[src/rtl/clock_set_controller_if.sv]
// Button, calendar and set-mode signals exchanged between the clock UI and
// the set-mode sequencer. The UI side drives the buttons and the current
// calendar date; the sequencer drives the field selection and strobes.
interface clock_set_controller_if;
    // Button levels and the one-second tick, already synchronized/debounced
    logic       mode_btn;
    logic       up_btn;
    logic       down_btn;
    logic       tick_1hz;

    // Current calendar position, used only for the days-in-month lookup
    logic [3:0]  month;
    logic [13:0] year;

    // Set-mode qualifiers and strobes consumed by the time/date counters
    logic        manual_set;
    logic [2:0]  field_sel;
    logic        up;
    logic        down;
    logic        sec_clear;
    logic        blink_en;
    logic [5:0]  max_day;

    // UI / environment side
    modport master (
        output mode_btn, up_btn, down_btn, tick_1hz, month, year,
        input  manual_set, field_sel, up, down, sec_clear, blink_en, max_day
    );

    // Sequencer side
    modport slave (
        input  mode_btn, up_btn, down_btn, tick_1hz, month, year,
        output manual_set, field_sel, up, down, sec_clear, blink_en, max_day
    );
endinterface

[src/rtl/clock_set_controller.sv]
// Set-mode sequencer for the digital clock.
// Walks RUN -> SET_HOUR -> SET_MIN -> SET_DAY -> SET_MONTH -> SET_YEAR -> RUN
// on mode-button presses, turns up/down button levels into single-cycle
// strobes with hold-to-repeat, drops back to RUN after an idle timeout, and
// supplies the days-in-month limit for the day counter.
module clock_set_controller #(
    parameter logic [23:0] HOLD_CYCLES   = 24'd5_000_000,
    parameter logic [23:0] REPEAT_CYCLES = 24'd1_000_000,
    parameter logic [5:0]  TIMEOUT_TICKS = 6'd30
) (
    input  logic                    clk,
    input  logic                    rst_n,
    clock_set_controller_if.slave   cs
);

    // State encoding doubles as the field_sel code driven to the counters
    localparam logic [2:0] ST_RUN       = 3'd0;
    localparam logic [2:0] ST_SET_HOUR  = 3'd1;
    localparam logic [2:0] ST_SET_MIN   = 3'd2;
    localparam logic [2:0] ST_SET_DAY   = 3'd3;
    localparam logic [2:0] ST_SET_MONTH = 3'd4;
    localparam logic [2:0] ST_SET_YEAR  = 3'd5;

    // Per-button repeat tracker. 'strobe' is the registered up/down output,
    // 'active' means the current hold started with an accepted press,
    // 'repeating' selects between the initial hold and the repeat interval.
    typedef struct packed {
        logic        strobe;
        logic        active;
        logic        repeating;
        logic [23:0] cnt;
    } rpt_t;

    logic [2:0] state;
    logic [2:0] next_state;
    logic       mode_prev;
    logic       up_prev;
    logic       down_prev;
    rpt_t       up_q;
    rpt_t       down_q;
    rpt_t       up_n;
    rpt_t       down_n;
    logic [5:0] idle_cnt;
    logic [5:0] idle_n;

    logic       mode_rise;
    logic       up_rise;
    logic       down_rise;
    logic       any_rise;
    logic       in_set;
    logic       strobe_block;
    logic       strobe_any;
    logic       timeout_hit;

    // Next field in the set-mode rotation; SET_YEAR wraps back to RUN
    function automatic logic [2:0] advance(input logic [2:0] s);
        logic [2:0] n;
        case (s)
            ST_RUN:       n = ST_SET_HOUR;
            ST_SET_HOUR:  n = ST_SET_MIN;
            ST_SET_MIN:   n = ST_SET_DAY;
            ST_SET_DAY:   n = ST_SET_MONTH;
            ST_SET_MONTH: n = ST_SET_YEAR;
            default:      n = ST_RUN;
        endcase
        return n;
    endfunction

    // One clock of the hold-to-repeat tracker for a single button.
    // A press strobes at once; the first repeat fires HOLD_CYCLES clocks
    // later and subsequent ones every REPEAT_CYCLES clocks. Counting only
    // continues from an accepted press, so a button held across a mode
    // change or a two-button chord stays silent until pressed again.
    function automatic rpt_t rpt_step(input logic btn, input logic rise,
                                      input logic blocked, input rpt_t cur);
        rpt_t nxt;
        nxt        = cur;
        nxt.strobe = 1'b0;
        if (blocked || !btn) begin
            nxt.active    = 1'b0;
            nxt.repeating = 1'b0;
            nxt.cnt       = '0;
        end else if (rise) begin
            nxt.strobe    = 1'b1;
            nxt.active    = 1'b1;
            nxt.repeating = 1'b0;
            nxt.cnt       = 24'd1;
        end else if (cur.active) begin
            if (!cur.repeating && cur.cnt >= HOLD_CYCLES) begin
                nxt.strobe    = 1'b1;
                nxt.repeating = 1'b1;
                nxt.cnt       = 24'd1;
            end else if (cur.repeating && cur.cnt >= REPEAT_CYCLES) begin
                nxt.strobe = 1'b1;
                nxt.cnt    = 24'd1;
            end else begin
                nxt.cnt = cur.cnt + 24'd1;
            end
        end
        return nxt;
    endfunction

    // Days in the given month; February follows the Gregorian leap rule and
    // any out-of-range month falls back to 31 so the day counter never stalls
    function automatic logic [5:0] days_in_month(input logic [3:0] m,
                                                 input logic [13:0] y);
        logic       leap;
        logic [5:0] d;
        leap = (((y % 14'd4) == 14'd0) && ((y % 14'd100) != 14'd0))
               || ((y % 14'd400) == 14'd0);
        case (m)
            4'd4, 4'd6, 4'd9, 4'd11: d = 6'd30;
            4'd2:                    d = leap ? 6'd29 : 6'd28;
            default:                 d = 6'd31;
        endcase
        return d;
    endfunction

    assign mode_rise = cs.mode_btn & ~mode_prev;
    assign up_rise   = cs.up_btn   & ~up_prev;
    assign down_rise = cs.down_btn & ~down_prev;
    assign any_rise  = mode_rise | up_rise | down_rise;
    assign in_set    = (state != ST_RUN);

    // Strobes are suppressed outside set mode, on a mode transition (mode
    // wins) and while both up and down are held together
    assign strobe_block = !in_set || mode_rise || (cs.up_btn && cs.down_btn);

    // Next-state, repeat trackers and idle timeout
    always_comb begin
        // NOTE: every combinational output is given a default before any
        // branch so no path leaves it unassigned and no latch is inferred.
        next_state  = state;
        idle_n      = idle_cnt;
        timeout_hit = 1'b0;

        up_n       = rpt_step(cs.up_btn,   up_rise,   strobe_block, up_q);
        down_n     = rpt_step(cs.down_btn, down_rise, strobe_block, down_q);
        strobe_any = up_n.strobe | down_n.strobe;

        if (!in_set) begin
            idle_n = '0;
        end else if (any_rise || strobe_any) begin
            idle_n = '0;
        end else if (cs.tick_1hz) begin
            if (({1'b0, idle_cnt} + 7'd1) >= {1'b0, TIMEOUT_TICKS}) begin
                timeout_hit = 1'b1;
                idle_n      = '0;
            end else begin
                idle_n = idle_cnt + 6'd1;
            end
        end

        if (mode_rise) begin
            next_state = advance(state);
        end else if (timeout_hit) begin
            next_state = ST_RUN;
        end
    end

    // State, edge-detect history, repeat trackers and idle counter
    always_ff @(posedge clk or negedge rst_n) begin
        // NOTE: sequential state uses non-blocking assignments so every
        // register samples the pre-edge values of the others.
        if (!rst_n) begin
            state     <= ST_RUN;
            mode_prev <= 1'b0;
            up_prev   <= 1'b0;
            down_prev <= 1'b0;
            up_q      <= '0;
            down_q    <= '0;
            idle_cnt  <= '0;
        end else begin
            state     <= next_state;
            mode_prev <= cs.mode_btn;
            up_prev   <= cs.up_btn;
            down_prev <= cs.down_btn;
            up_q      <= up_n;
            down_q    <= down_n;
            idle_cnt  <= idle_n;
        end
    end

    // Registered set-mode outputs; sec_clear fires in the first cycle that
    // field_sel shows SET_HOUR, which is only ever entered from RUN
    always_ff @(posedge clk or negedge rst_n) begin
        if (!rst_n) begin
            cs.field_sel  <= ST_RUN;
            cs.manual_set <= 1'b0;
            cs.blink_en   <= 1'b0;
            cs.sec_clear  <= 1'b0;
        end else begin
            cs.field_sel  <= state;
            cs.manual_set <= in_set;
            cs.blink_en   <= in_set;
            cs.sec_clear  <= (state == ST_SET_HOUR) && (cs.field_sel != ST_SET_HOUR);
        end
    end

    // Registered days-in-month limit for the day counter
    always_ff @(posedge clk or negedge rst_n) begin
        if (!rst_n) begin
            cs.max_day <= 6'd31;
        end else begin
            cs.max_day <= days_in_month(cs.month, cs.year);
        end
    end

    assign cs.up   = up_q.strobe;
    assign cs.down = down_q.strobe;

endmodule

[src/flat_wrapper.sv]
// flat-port wrapper written by rule: the top's interface ports become plain ports
module clock_set_controller_flat 
#(
    parameter logic [23:0] HOLD_CYCLES   = 24'd5_000_000,
    parameter logic [23:0] REPEAT_CYCLES = 24'd1_000_000,
    parameter logic [5:0]  TIMEOUT_TICKS = 6'd30
)
  (clk, rst_n, cs_mode_btn, cs_up_btn, cs_down_btn, cs_tick_1hz, cs_month, cs_year, cs_manual_set, cs_field_sel, cs_up, cs_down, cs_sec_clear, cs_blink_en, cs_max_day);
  clock_set_controller_if cs_i ();
  input  logic clk;
  input  logic rst_n;
  input wire logic [$bits(cs_i.mode_btn)-1:0] cs_mode_btn;
  input wire logic [$bits(cs_i.up_btn)-1:0] cs_up_btn;
  input wire logic [$bits(cs_i.down_btn)-1:0] cs_down_btn;
  input wire logic [$bits(cs_i.tick_1hz)-1:0] cs_tick_1hz;
  input wire logic [$bits(cs_i.month)-1:0] cs_month;
  input wire logic [$bits(cs_i.year)-1:0] cs_year;
  output wire logic [$bits(cs_i.manual_set)-1:0] cs_manual_set;
  output wire logic [$bits(cs_i.field_sel)-1:0] cs_field_sel;
  output wire logic [$bits(cs_i.up)-1:0] cs_up;
  output wire logic [$bits(cs_i.down)-1:0] cs_down;
  output wire logic [$bits(cs_i.sec_clear)-1:0] cs_sec_clear;
  output wire logic [$bits(cs_i.blink_en)-1:0] cs_blink_en;
  output wire logic [$bits(cs_i.max_day)-1:0] cs_max_day;
  assign cs_i.mode_btn = cs_mode_btn;
  assign cs_i.up_btn = cs_up_btn;
  assign cs_i.down_btn = cs_down_btn;
  assign cs_i.tick_1hz = cs_tick_1hz;
  assign cs_i.month = cs_month;
  assign cs_i.year = cs_year;
  assign cs_manual_set = cs_i.manual_set;
  assign cs_field_sel = cs_i.field_sel;
  assign cs_up = cs_i.up;
  assign cs_down = cs_i.down;
  assign cs_sec_clear = cs_i.sec_clear;
  assign cs_blink_en = cs_i.blink_en;
  assign cs_max_day = cs_i.max_day;
  clock_set_controller #(.HOLD_CYCLES(HOLD_CYCLES), .REPEAT_CYCLES(REPEAT_CYCLES), .TIMEOUT_TICKS(TIMEOUT_TICKS)) u_core (.clk(clk), .rst_n(rst_n), .cs(cs_i));
endmodule
[config.mk]
export PLATFORM = sky130hd
export DESIGN_NAME = clock_set_controller_flat
export DESIGN_NICKNAME = d
export VERILOG_FILES = /design/src/rtl/clock_set_controller_if.sv /design/src/rtl/clock_set_controller.sv /design/src/flat_wrapper.sv
export SDC_FILE = /design/constraint.sdc
export NUM_CORES = 1
export LEC_CHECK = 0
export BUFFER_PORTS_ARGS = -buffer_cell sky130_fd_sc_hd__buf_2
export CAP_MARGIN = 10
export CORE_MARGIN = 4
export CORE_UTILIZATION = 53
export CTS_CLUSTER_DIAMETER = 120
export CTS_CLUSTER_SIZE = 25
export DETAILED_ROUTE_END_ITERATION = 6
export PLACE_DENSITY = 0.74
export SYNTH_ARGS = -nofsm -noshare
export SYNTH_HDL_FRONTEND = slang
export SYNTH_SLANG_ARGS = --single-unit
[constraint.sdc]
create_clock -name clk -period 5.1 [get_ports clk]
set_clock_uncertainty 0.2 [all_clocks]
set_input_delay 1.02 -clock clk [delete_from_list [all_inputs] [get_ports clk]]
set_output_delay 1.02 -clock clk [all_outputs]
set_load 0.1 [all_outputs]
==> reports/qor.yml <==
setup_path:
  startpoint: "cs_year[8]"
  path_class: "input port to flop"
  crit_end: "u_core.cs.max_day[0]"
  arrival_ns: 4.94
  end_kind: "flop"
  r2r_setup_slack_ns: 1.50
  r2r_end: "u_core.down_q[11]"
  rr_worst_depth: 11
  rr_startpoint: "u_core.down_q[7]"
  startpoint_type: "input port"
  crit_fanout: 16
  cp.required_ns: 5.18
finish:
  antenna_cells: 0
  design_area_um2: 5970
  stdcell_count: 831
  drive_gt1_share_pct: 16.0
  syn_to_final_growth_pct: 11.1
  nets: 723
die:
  rows: 36
  die-area_um2: 11800
  die_y_um: 109
  ios: 38
  fp.dieW_um: 109
  core_um2: 9820
  initial_core_util_pct: 54.8
clocking:
  hold_buffers: 0
  cts_tree: "done"
  htree_levels: 3
  clk_path_buf_depth: 2
  cts-root-buf: "clkbuf_8"
  path_clk_slew_ns: 0.08
  cts_buffers: 9
  clk_latency_ns: 0.35
  cts_sinks: 73
synth:
  netlist_area_um2: 5380
  synth_top_family_by_area: "compound AO/OA/AOI/OAI gates"
  synth-compound-area-share_pct: 29.9
  yosysSeqAreaShare_pct: 34.0
  post_synth_and_or_nand_nor_area_fraction_pct: 27.0
  synth_enable_flop_cells: 0
  synth-warning-count: 0
  synth_xor_area_share_pct: 2.26
  ys.flop_type: "dfrtp_1"
  synthesis.instances: 656
  ys_ff_latch: 73
  ys_types: 92
  synth_mux_area_share_pct: 0.559
  syn_avg_cell_area_um2: 8.20
  synth_fa_ha_area_share_pct: 1.40
  async_reset_ff_share_pct: 100
placement:
  dp_hpwl_um: 8470
  dp.cells: 814
  io_buffers: 33
  globalplace.congestion: 0.868
  placed_cell_area_um2: 5720
job:
  drv_cap: 0
outcome:
  status: "finished, final reports clean"
pwr:
  leakagePower_nw: 2.60
  power.density_nw_per_um2: 310
  max-vdd-ir-drop_mv: 0.340
timing:
  fmax_mhz: 206
  relSlewSlack_pct: 39.4
  maxSlewViolCount: 0
  finalCritPeriodShare_pct: 95.3
  max_slew.worst_pin.slew_ns: 0.907
  period_minus_slack_ns: 4.86
  finalSetupViolCount: 0
  hold_violations: 0
min_path:
  hp-class: "flop to flop"
routing:
  postRouteAntennaNets: 0
  drc: 0
  drtPass1Iterations: 5
  wire_per_inst_um: 14.1
  vias: 4949
  drt_iter0_markers: 263
  vias_per_cell: 5.96
  drt-total-wl_um: 11700
grt:
  grt_use_total_pct: 20.8
  met1_usage_pct: 26.8
  grt_util_met3_pct: 3.26
  antenna_found_initial: 0
  grt_remaining_overflow: 0
  grt_busiest_layer: "met2"
  grt_max_degree: 41
  grt_pass1_vias: 4717
  grt_first_pass_wirelength_um: 20500
  grtUsageMet2_pct: 35.6
==> timing repair <==
item                                   4_1_cts  5_1_grt
setup endpoints to repair                    0        1
setup buffers                                0        1
resized for setup                            0        3
endpoints found under the hold margin        0        0
==> registers in the layout, indices dropped and copies added, names as in the netlist <==
register / count
u_core.down_q: 26
u_core.up_q: 26
u_core.idle_cnt: 6
u_core.cs.field_sel: 3
u_core.state: 3
u_core.cs.max_day: 2
u_core.cs.down: 1
u_core.cs.manual_set: 1
u_core.cs.sec_clear: 1
u_core.cs.up: 1
u_core.down_prev: 1
u_core.mode_prev: 1
u_core.up_prev: 1
==> where the power goes <==
group | switching, mW | internal, mW
clock | 0.229 | 0.280
sequential | 0.0309 | 0.610
combinational | 0.474 | 0.226
total | 0.734 | 1.12
==> synth_stat cells (6+ instances only) <==
cell | instances | share of area, %
o21ai_0 | 95 | 8.8
dfrtp_1 | 71 | 33
nand2_1 | 67 | 4.7
nor2_1 | 61 | 4.3
and3_1 | 29 | 3.4
nand2b_1 | 25 | 2.9
a21oi_1 | 22 | 2.0
inv_1 | 21 | 1.5
nand3_1 | 18 | 1.7
clkbuf_1 | 16 | 1.1
or3_1 | 12 | 1.4
a31oi_1 | 11 | 1.3
and2_1 | 10 | 1.2
nor3_1 | 10 | 0.93
a21o_1 | 9 | 1.3
buf_2 | 9 | 0.84
nand4_1 | 8 | 0.93
xor2_1 | 8 | 1.3
buf_4 | 7 | 0.98
ha_1 | 6 | 1.4
o211ai_1 | 6 | 0.84
o21ai_1 | 6 | 0.56
o31ai_1 | 6 | 0.84
==> placed cells by master, fill, tap and decap left out, types with 4 or more instances in the layout <==
| master | Yosys | routed |
|---|---|---|
| buf_2 | 9 | 33 |
| a21oi_2 | 5 | 5 |
| nor2b_1 | 5 | 5 |
| clkbuf_8 | 0 | 9 |
| nand3_1 | 18 | 18 |
| a21oi_1 | 22 | 22 |
| dfrtp_1 | 71 | 71 |
| nor3b_1 | 5 | 5 |
| a31oi_1 | 11 | 10 |
| and2_1 | 10 | 10 |
| inv_1 | 21 | 21 |
| nor3_1 | 10 | 10 |
| a221o_1 | 4 | 4 |
| ha_1 | 6 | 6 |
| o211ai_1 | 6 | 6 |
| xor2_1 | 8 | 8 |
| nand2_1 | 67 | 67 |
| nand4_1 | 8 | 8 |
| buf_4 | 7 | 24 |
| or3_1 | 12 | 12 |
| and3_1 | 29 | 29 |
| o21ai_1 | 6 | 6 |
| conb_1 | 2 | 4 |
| nor2_1 | 61 | 61 |
| nor4_1 | 4 | 4 |
| o31ai_1 | 6 | 6 |
| xnor2_1 | 4 | 4 |
| nand2b_1 | 25 | 25 |
| a21o_1 | 9 | 9 |
| o21ai_0 | 95 | 95 |
==> worst min path at each step <==
stage	startpoint	end	slack, ns	cells past startpoint
global placement	u_core.cs.field_sel[0]	u_core.cs.sec_clear	0.24	1
global route	u_core.cs.field_sel[0]	u_core.cs.sec_clear	0.30	1
floorplan	u_core.state[0]	u_core.cs.field_sel[0]	0.15	0
finish	u_core.cs.field_sel[0]	u_core.cs.sec_clear	0.26	1
detailed placement	u_core.cs.field_sel[0]	u_core.cs.sec_clear	0.26	1
CTS	u_core.cs.field_sel[0]	u_core.cs.sec_clear	0.27	1
==> routing by layer <==
metal	part of all wire, %	vias up
met1	46	2352
met3	3.7	17
met2	49	106
li1	-	2474
met5	0	-
met4	1.7	0
==> cell families (layout without fill, tap and decap cells) <==
family	after synthesis	after routing
simple gates	276	276
compound gates	228	228
flops	73	73
buf+inv	55	95
xor+xnor	13	13
fa+ha+maj	6	6
mux	3	3
other cells	2	4
==> through the flow <==
| step | hold WS [ns] | utilization [%] | worst slack, ns | power, mW | setup TNS (ns) |
|---|---|---|---|---|---|
| finish | 0.261 | 60.8 | 0.242 | 1.85 | 0 |
| global route | 0.301 | 60.8 | -0.00547 | 1.95 | -0.00547 |
| CTS | 0.271 | 60.6 | 0.272 | 1.86 | 0 |
| detailed placement | 0.261 | 58.2 | -0.109 | 1.34 | -0.109 |
| global placement | 0.241 | 58.2 | 0.0911 | 1.32 | 0 |
| floorplan | 0.152 | - | 0.328 | 1.19 | 0 |
==> area by class of cell <==
class	instances	area, um^2
clock buffers	9	124
clock inverters	7	104
fillers	891	3840
inverters	22	82.6
multi-input cells	530	3320
flip-flops and latches	73	1830
well taps	133	166
repair buffers	57	345
==> critical path: stages <==
cell and delay (ns):
buf_2 0.19, or3_1 0.49, o211ai_2 0.20, a22oi_2 0.18, a311oi_4 0.34, o21bai_2 0.21
or4b_1 0.46, a31o_1 0.24, and3_4 0.19, o22ai_4 0.22, a21oi_2 0.09, a2111o_1 0.49
a32oi_1 0.23, nand3b_1 0.14, a21boi_1 0.08, o221ai_2 0.17
No activity file was read; power rests on OpenSTA's default activity.
